## config.mk

```make
export PLATFORM = sky130hd
export DESIGN_NAME = linear_interpolator
export DESIGN_NICKNAME = d
export VERILOG_FILES = /design/src/rtl/linear_interpolator.sv
export SDC_FILE = /design/constraint.sdc
export NUM_CORES = 1
export LEC_CHECK = 0
export CORE_AREA = 2 2 110 112
export CTS_CLUSTER_DIAMETER = 80
export DETAILED_ROUTE_END_ITERATION = 12
export DIE_AREA = 0 0 112 114
export DONT_BUFFER_PORTS = 1
export PLACE_DENSITY = 0.58
export SYNTH_ARGS = -nofsm -noshare
export SYNTH_HDL_FRONTEND = slang
export SYNTH_SLANG_ARGS = --single-unit
```

## constraint.sdc

```tcl
create_clock -name clk -period 3.48 [get_ports clk]
set_input_delay 0.696 -clock clk [delete_from_list [all_inputs] [get_ports clk]]
set_output_delay 0.696 -clock clk [all_outputs]
set_load 0.02 [all_outputs]
```

## src/rtl/linear_interpolator.sv

```systemverilog
// Linear interpolating upsampler. Each accepted input interval produces FACTOR
// output samples that ramp linearly from the previous input toward the current one.
//
// Ports:
//   clk       clock
//   nrst      synchronous active-low reset (takes priority over ena)
//   ena       global enable; when low all state and outputs hold
//   id        input sample (unsigned, DATA_W bits)
//   id_valid  input sample valid
//   id_ready  block can accept id this cycle (combinational)
//   od        interpolated output sample (registered)
//   od_valid  od valid (registered)
//   od_ready  downstream accepts od
module linear_interpolator #(
  parameter int unsigned FACTOR   = 8,
  parameter int unsigned FACTOR_W = $clog2(FACTOR),
  parameter int unsigned DATA_W   = 16
) (
  input  logic              clk,
  input  logic              nrst,
  input  logic              ena,
  input  logic [DATA_W-1:0] id,
  input  logic              id_valid,
  output logic              id_ready,
  output logic [DATA_W-1:0] od,
  output logic              od_valid,
  input  logic              od_ready
);

  // One spare bit above DATA_W+FACTOR_W so acc can take a signed step.
  localparam int unsigned AccW = DATA_W + FACTOR_W + 1;
  localparam int unsigned ExtW = AccW - DATA_W - 1;
  localparam logic [AccW-1:0]     FactorC = AccW'(FACTOR);
  localparam logic [FACTOR_W-1:0] KLast   = FACTOR_W'(FACTOR - 1);

  typedef enum logic [1:0] {StFill, StWait, StRamp} state_e;

  state_e              state_q, state_d;
  logic [DATA_W-1:0]   prev_q, prev_d;
  logic [DATA_W-1:0]   cur_q, cur_d;
  logic [DATA_W:0]     delta_q, delta_d;
  logic [AccW-1:0]     acc_q, acc_d;
  logic [FACTOR_W-1:0] k_q, k_d;
  logic [DATA_W-1:0]   od_q, od_d;
  logic                od_valid_q, od_valid_d;

  logic in_hs, out_hs, last_hs;
  logic [AccW-1:0] delta_ext;

  assign out_hs    = od_valid_q & od_ready & ena;
  assign last_hs   = (state_q == StRamp) & (k_q == KLast) & out_hs;
  assign id_ready  = (state_q != StRamp) | last_hs;
  assign in_hs     = id_valid & id_ready & ena;
  // Two's-complement step: acc stays non-negative, so plain modular add is exact.
  assign delta_ext = {{ExtW{delta_q[DATA_W]}}, delta_q};

  assign od       = od_q;
  assign od_valid = od_valid_q;

  always_comb begin
    state_d    = state_q;
    prev_d     = prev_q;
    cur_d      = cur_q;
    delta_d    = delta_q;
    acc_d      = acc_q;
    k_d        = k_q;
    od_d       = od_q;
    od_valid_d = od_valid_q;

    unique case (state_q)
      StFill: begin
        if (in_hs) begin
          prev_d  = id;
          state_d = StWait;
        end
      end
      StWait: begin
        if (in_hs) begin
          cur_d      = id;
          delta_d    = {1'b0, id} - {1'b0, prev_q};
          acc_d      = AccW'(prev_q) * FactorC;
          k_d        = '0;
          od_d       = prev_q;
          od_valid_d = 1'b1;
          state_d    = StRamp;
        end
      end
      StRamp: begin
        if (last_hs) begin
          prev_d = cur_q;
          if (in_hs) begin
            // Back-to-back ramp: the old target is the new ramp's first output.
            cur_d   = id;
            delta_d = {1'b0, id} - {1'b0, cur_q};
            acc_d   = AccW'(cur_q) * FactorC;
            k_d     = '0;
            od_d    = cur_q;
          end else begin
            od_valid_d = 1'b0;
            state_d    = StWait;
          end
        end else if (out_hs) begin
          k_d   = k_q + 1'b1;
          acc_d = acc_q + delta_ext;
          od_d  = DATA_W'(acc_d / FactorC);
        end
      end
      default: state_d = StFill;
    endcase
  end

  always_ff @(posedge clk) begin
    if (!nrst) begin
      state_q    <= StFill;
      prev_q     <= '0;
      cur_q      <= '0;
      delta_q    <= '0;
      acc_q      <= '0;
      k_q        <= '0;
      od_q       <= '0;
      od_valid_q <= 1'b0;
    end else begin
      state_q    <= state_d;
      prev_q     <= prev_d;
      cur_q      <= cur_d;
      delta_q    <= delta_d;
      acc_q      <= acc_d;
      k_q        <= k_d;
      od_q       <= od_d;
      od_valid_q <= od_valid_d;
    end
  end

endmodule

```

==> results by stage <==
Status:
- The run finished with clean final reports.

Synthesis:
- The area share of and/or/nand/nor cells after synthesis is 19.5%.
- Summing the sequential cell areas from Yosys gives 29.0% of the chip area.
- The flip-flop and latch count after synthesis is 74.
- Of the post-synthesis cell area, the dominant cell type holds 29.0%.
- The portion of synthesized area spent on multiplexers is 0.587%.
- Synthesis produced a netlist with a net count of 708.
- Synthesis instantiated 68 different standard cells from the library.
- Ranked by total cell area, the synthesized netlist is headed by dfxtp_1 (29%), ha_1 (8.8%), a21oi_1 (8.7%).
- Yosys mapped a number of flops with a built-in enable equal to 0.
- After synthesis the cells add up to 5110 um^2.
- The mean post-synth cell area is 7.88 um^2.
- The cell accounting for the most synthesized area is dfxtp_1.
- The fraction of the mapped netlist area in compound gates is 31.5%.
- The share of flip-flops with an asynchronous set or reset is 0%.
- The most used flip-flop cell after synthesis is dfxtp_1.
- For this run, the number of Yosys warnings is 0.
- The fraction of the mapped netlist area in adder cells is 9.59%.
- After Yosys synthesis, XOR and XNOR cells account for 3.08% of the synthesized area.
- By area, the combinational part of the netlist is dominated by compound AO/OA/AOI/OAI gates.
- The instance count of the mapped netlist is 649.

Power:
- The worst ir drop on vdd is 0.000252 V.
- The power density relative to cell area is 399 nW/um^2.
- The reported leakage power is 0.00207 uW.

Hold path:
- The class of the tightest hold or removal check is reg2reg.

Detailed routing:
- The detailed-router iteration count before antenna repair is 5.
- The routed layout has 4,633 vias.
- The via-per-instance ratio is 6.06.
- The number of nets still failing antenna checks after routing is 0.
- The number of DRC violations after detailed-routing iteration 0 is 341.
- The routed design has 14,000 um of wire.
- After detailed routing, the average wire length per cell comes to 18.3 um.
- The number of DRC violations after detailed routing is 0.

Setup path:
- The sort of element at the start of the critical path is a register.
- The critical path required time is 3710 ps.
- The setup slack of the worst register-to-register path is 430 ps.
- The worst setup path is of the reg2reg kind.
- The endpoint class of the critical path is a register.
- Along the worst path, the maximum fanout reaches 9.
- The arrival time of data at the critical path endpoint is 3280 ps.

Floorplan:
- The placeable core region is 11,700 um^2.
- The floorplan has 40 rows.
- The die outline area is 12,800 um^2.
- For this configuration, the core starts out at a cell density of 43.7%.
- The vertical extent of the die is 114 um.
- The floorplan step set the die width to 112 um.
- 39 I/O pins were placed.

Layout:
- The layout net count is 673.
- In the layout the commonest cells are nand2_1 (93), a21oi_1 (89), dfxtp_1 (74).
- The number of filler instances in the final layout is 1,180.
- In the final layout, the share of cells above drive strength 1 is 6.32%.
- The number of cells in the finished layout apart from fillers is 764.
- Once layout is complete, the utilization of the core stands at 45.5%.
- The total area of sequential cells is 1480 um^2.
- The multi-input combinational cell area is 3290 um^2.
- The number of antenna diodes in the final layout is 0.
- The area growth from synthesis to layout is 4.31%.
- Leaving out fill and tap cells, the most frequent cell in the layout is nand2_1.

Timing:
- Adding up every negative setup slack in the final design gives 0 ps.
- Setup violations remaining at the end of the flow were counted as 0.
- Setup repair after global routing left no endpoint under its margin.
- For the finished layout, the period the worst path requires is 3050 ps.
- The post-route worst hold slack is 464 ps.
- The count of final hold-check violations is 0.
- Static timing analysis puts the maximum clock frequency at 328 MHz.
- In the post-route analysis, the smallest setup slack over all paths is 429 ps.
- Between clock sinks in the finished design, the worst skew comes to 6.68 ps.
- The measured slew at the worst slew-check pin is 797 ps.
- The worst-case headroom to the max-slew limit is 46.4%.
- The part of the cycle the worst path needs is 87.7%.
- The number of pins exceeding their max-slew limit in the final report is 0.

Run:
- Max-cap violations in this run came to 0.

Global route:
- The first global-routing pass estimated 22,600 um of wire.
- Entering global routing, the biggest net connects 58 pins.
- The number of global-route vias before repair is 4,237.
- The residual overflow from global routing is 0.
- The number of antenna violations at the first check in global routing is 0.
- For this run, the total global-route usage over all layers was measured as 22.6%.

Clock tree:
- The number of clock buffers added by TritonCTS is 9.
- Gates resized during post-CTS repair numbered 0.
- For this design, the sink count on the clock tree is 74.
- The clock tree from TritonCTS is done.
- The latest clock arrival within the worst-skew pair is 340 ps.
- Once the clock tree was built, the setup fixing pass inserted 0 buffers.
- After clock tree synthesis, the flow added hold-fix buffers numbering 0.
- The number of buffers on the longest clock path is 2.
- The H-tree generated during clock tree synthesis spans 3 levels.
- CTS placed an instance of clkbuf_16 at the clock tree root.
- After clock tree synthesis, the clock-pin slew on the worst setup and hold paths is 60 ps.

Place:
- Prior to clock tree synthesis, the placed netlist has a worst setup slack of 464 ps.
- The number of instances in the placed design is 750.
- The count of buffers added on input and output ports is 0.
- Routability-driven placement finished with a final weighted congestion of 0.911.
- The placed wire-length estimate is 10,300 um.
-- kinds of logic (layout without fill, tap and decap cells) --
group	after synthesis	count (layout)
fa+ha+maj	38	38
buf+inv	67	35
flops	74	74
xor+xnor	18	18
mux	3	3
compound gates	237	237
simple gates	212	212
-- worst max-delay path, stage by stage (launching register included) --
cell and delay (ps):
dfxtp_1 460, nand2b_2 310, nand2_1 90, nand2_1 80, ha_1 170, inv_1 60
fa_1 400, a21o_1 220, a21oi_4 210, o211ai_2 140, a2111oi_4 420, nor3_1 90
o311a_1 290
-- synthesized netlist by cell type (15+ instances only) --
master and number:
a21oi_1 89, clkbuf_1 15, nand2_1 93, nor2_1 34, buf_2 18, buf_4 19, a21o_1 19, ha_1 36
dfxtp_1 74, o21ai_0 23, nand3_1 27
-- flip-flops by register name, summed over array words and instances (netlist names) --
| name | count |
|---|---|
| prev_q | 16 |
| od_valid | 1 |
| cur_q | 16 |
| delta_q | 17 |
| state_q | 2 |
| k_q | 3 |
| acc_q | 19 |
-- where the power goes --
| part | internal, uW | switching [uW] |
|---|---|---|
| logic | 145 | 218 |
| registers | 880 | 38.1 |
| clock network | 496 | 352 |
-- through the flow --
step / area, um^2 / total power (uW)
2_1_floorplan: 5110 / 1220
3_3_place_gp: 5080 / 1290
3_5_place_dp: 5080 / 1300
4_1_cts: 5330 / 2140
5_1_grt: 5330 / 2240
6_report: 5330 / 2130
-- metal layers --
| metal | up-vias | share of wire, % | track usage (%) |
|---|---|---|---|
| met5 | - | 0 | 0 |
| met4 | 0 | 1.7 | 7.80 |
| met3 | 16 | 6.4 | 3.99 |
| met2 | 156 | 43 | 33.3 |
| met1 | 2167 | 49 | 33.4 |
| li1 | 2294 | - | - |
-- path summary, 6_finish.rpt --
| check | startpoint | end | depth (start not counted) |
|---|---|---|---|
| setup reg to reg | state_q[0] | delta_q[12] | 12 |
| setup / recovery | state_q[0] | delta_q[12] | 12 |
| hold reg to reg | cur_q[11] | cur_q[11] | 2 |
| hold / removal | cur_q[11] | cur_q[11] | 2 |
-- cell type report --
cell class	instances	share of cell area, %
clock buffer	14	4.76
tap	147	3.45
inverter	12	0.845
sequential	74	27.8
timing repair buffer	9	1.50
multi-input combinational	508	61.7
No activity file was read; power rests on OpenSTA's default activity.
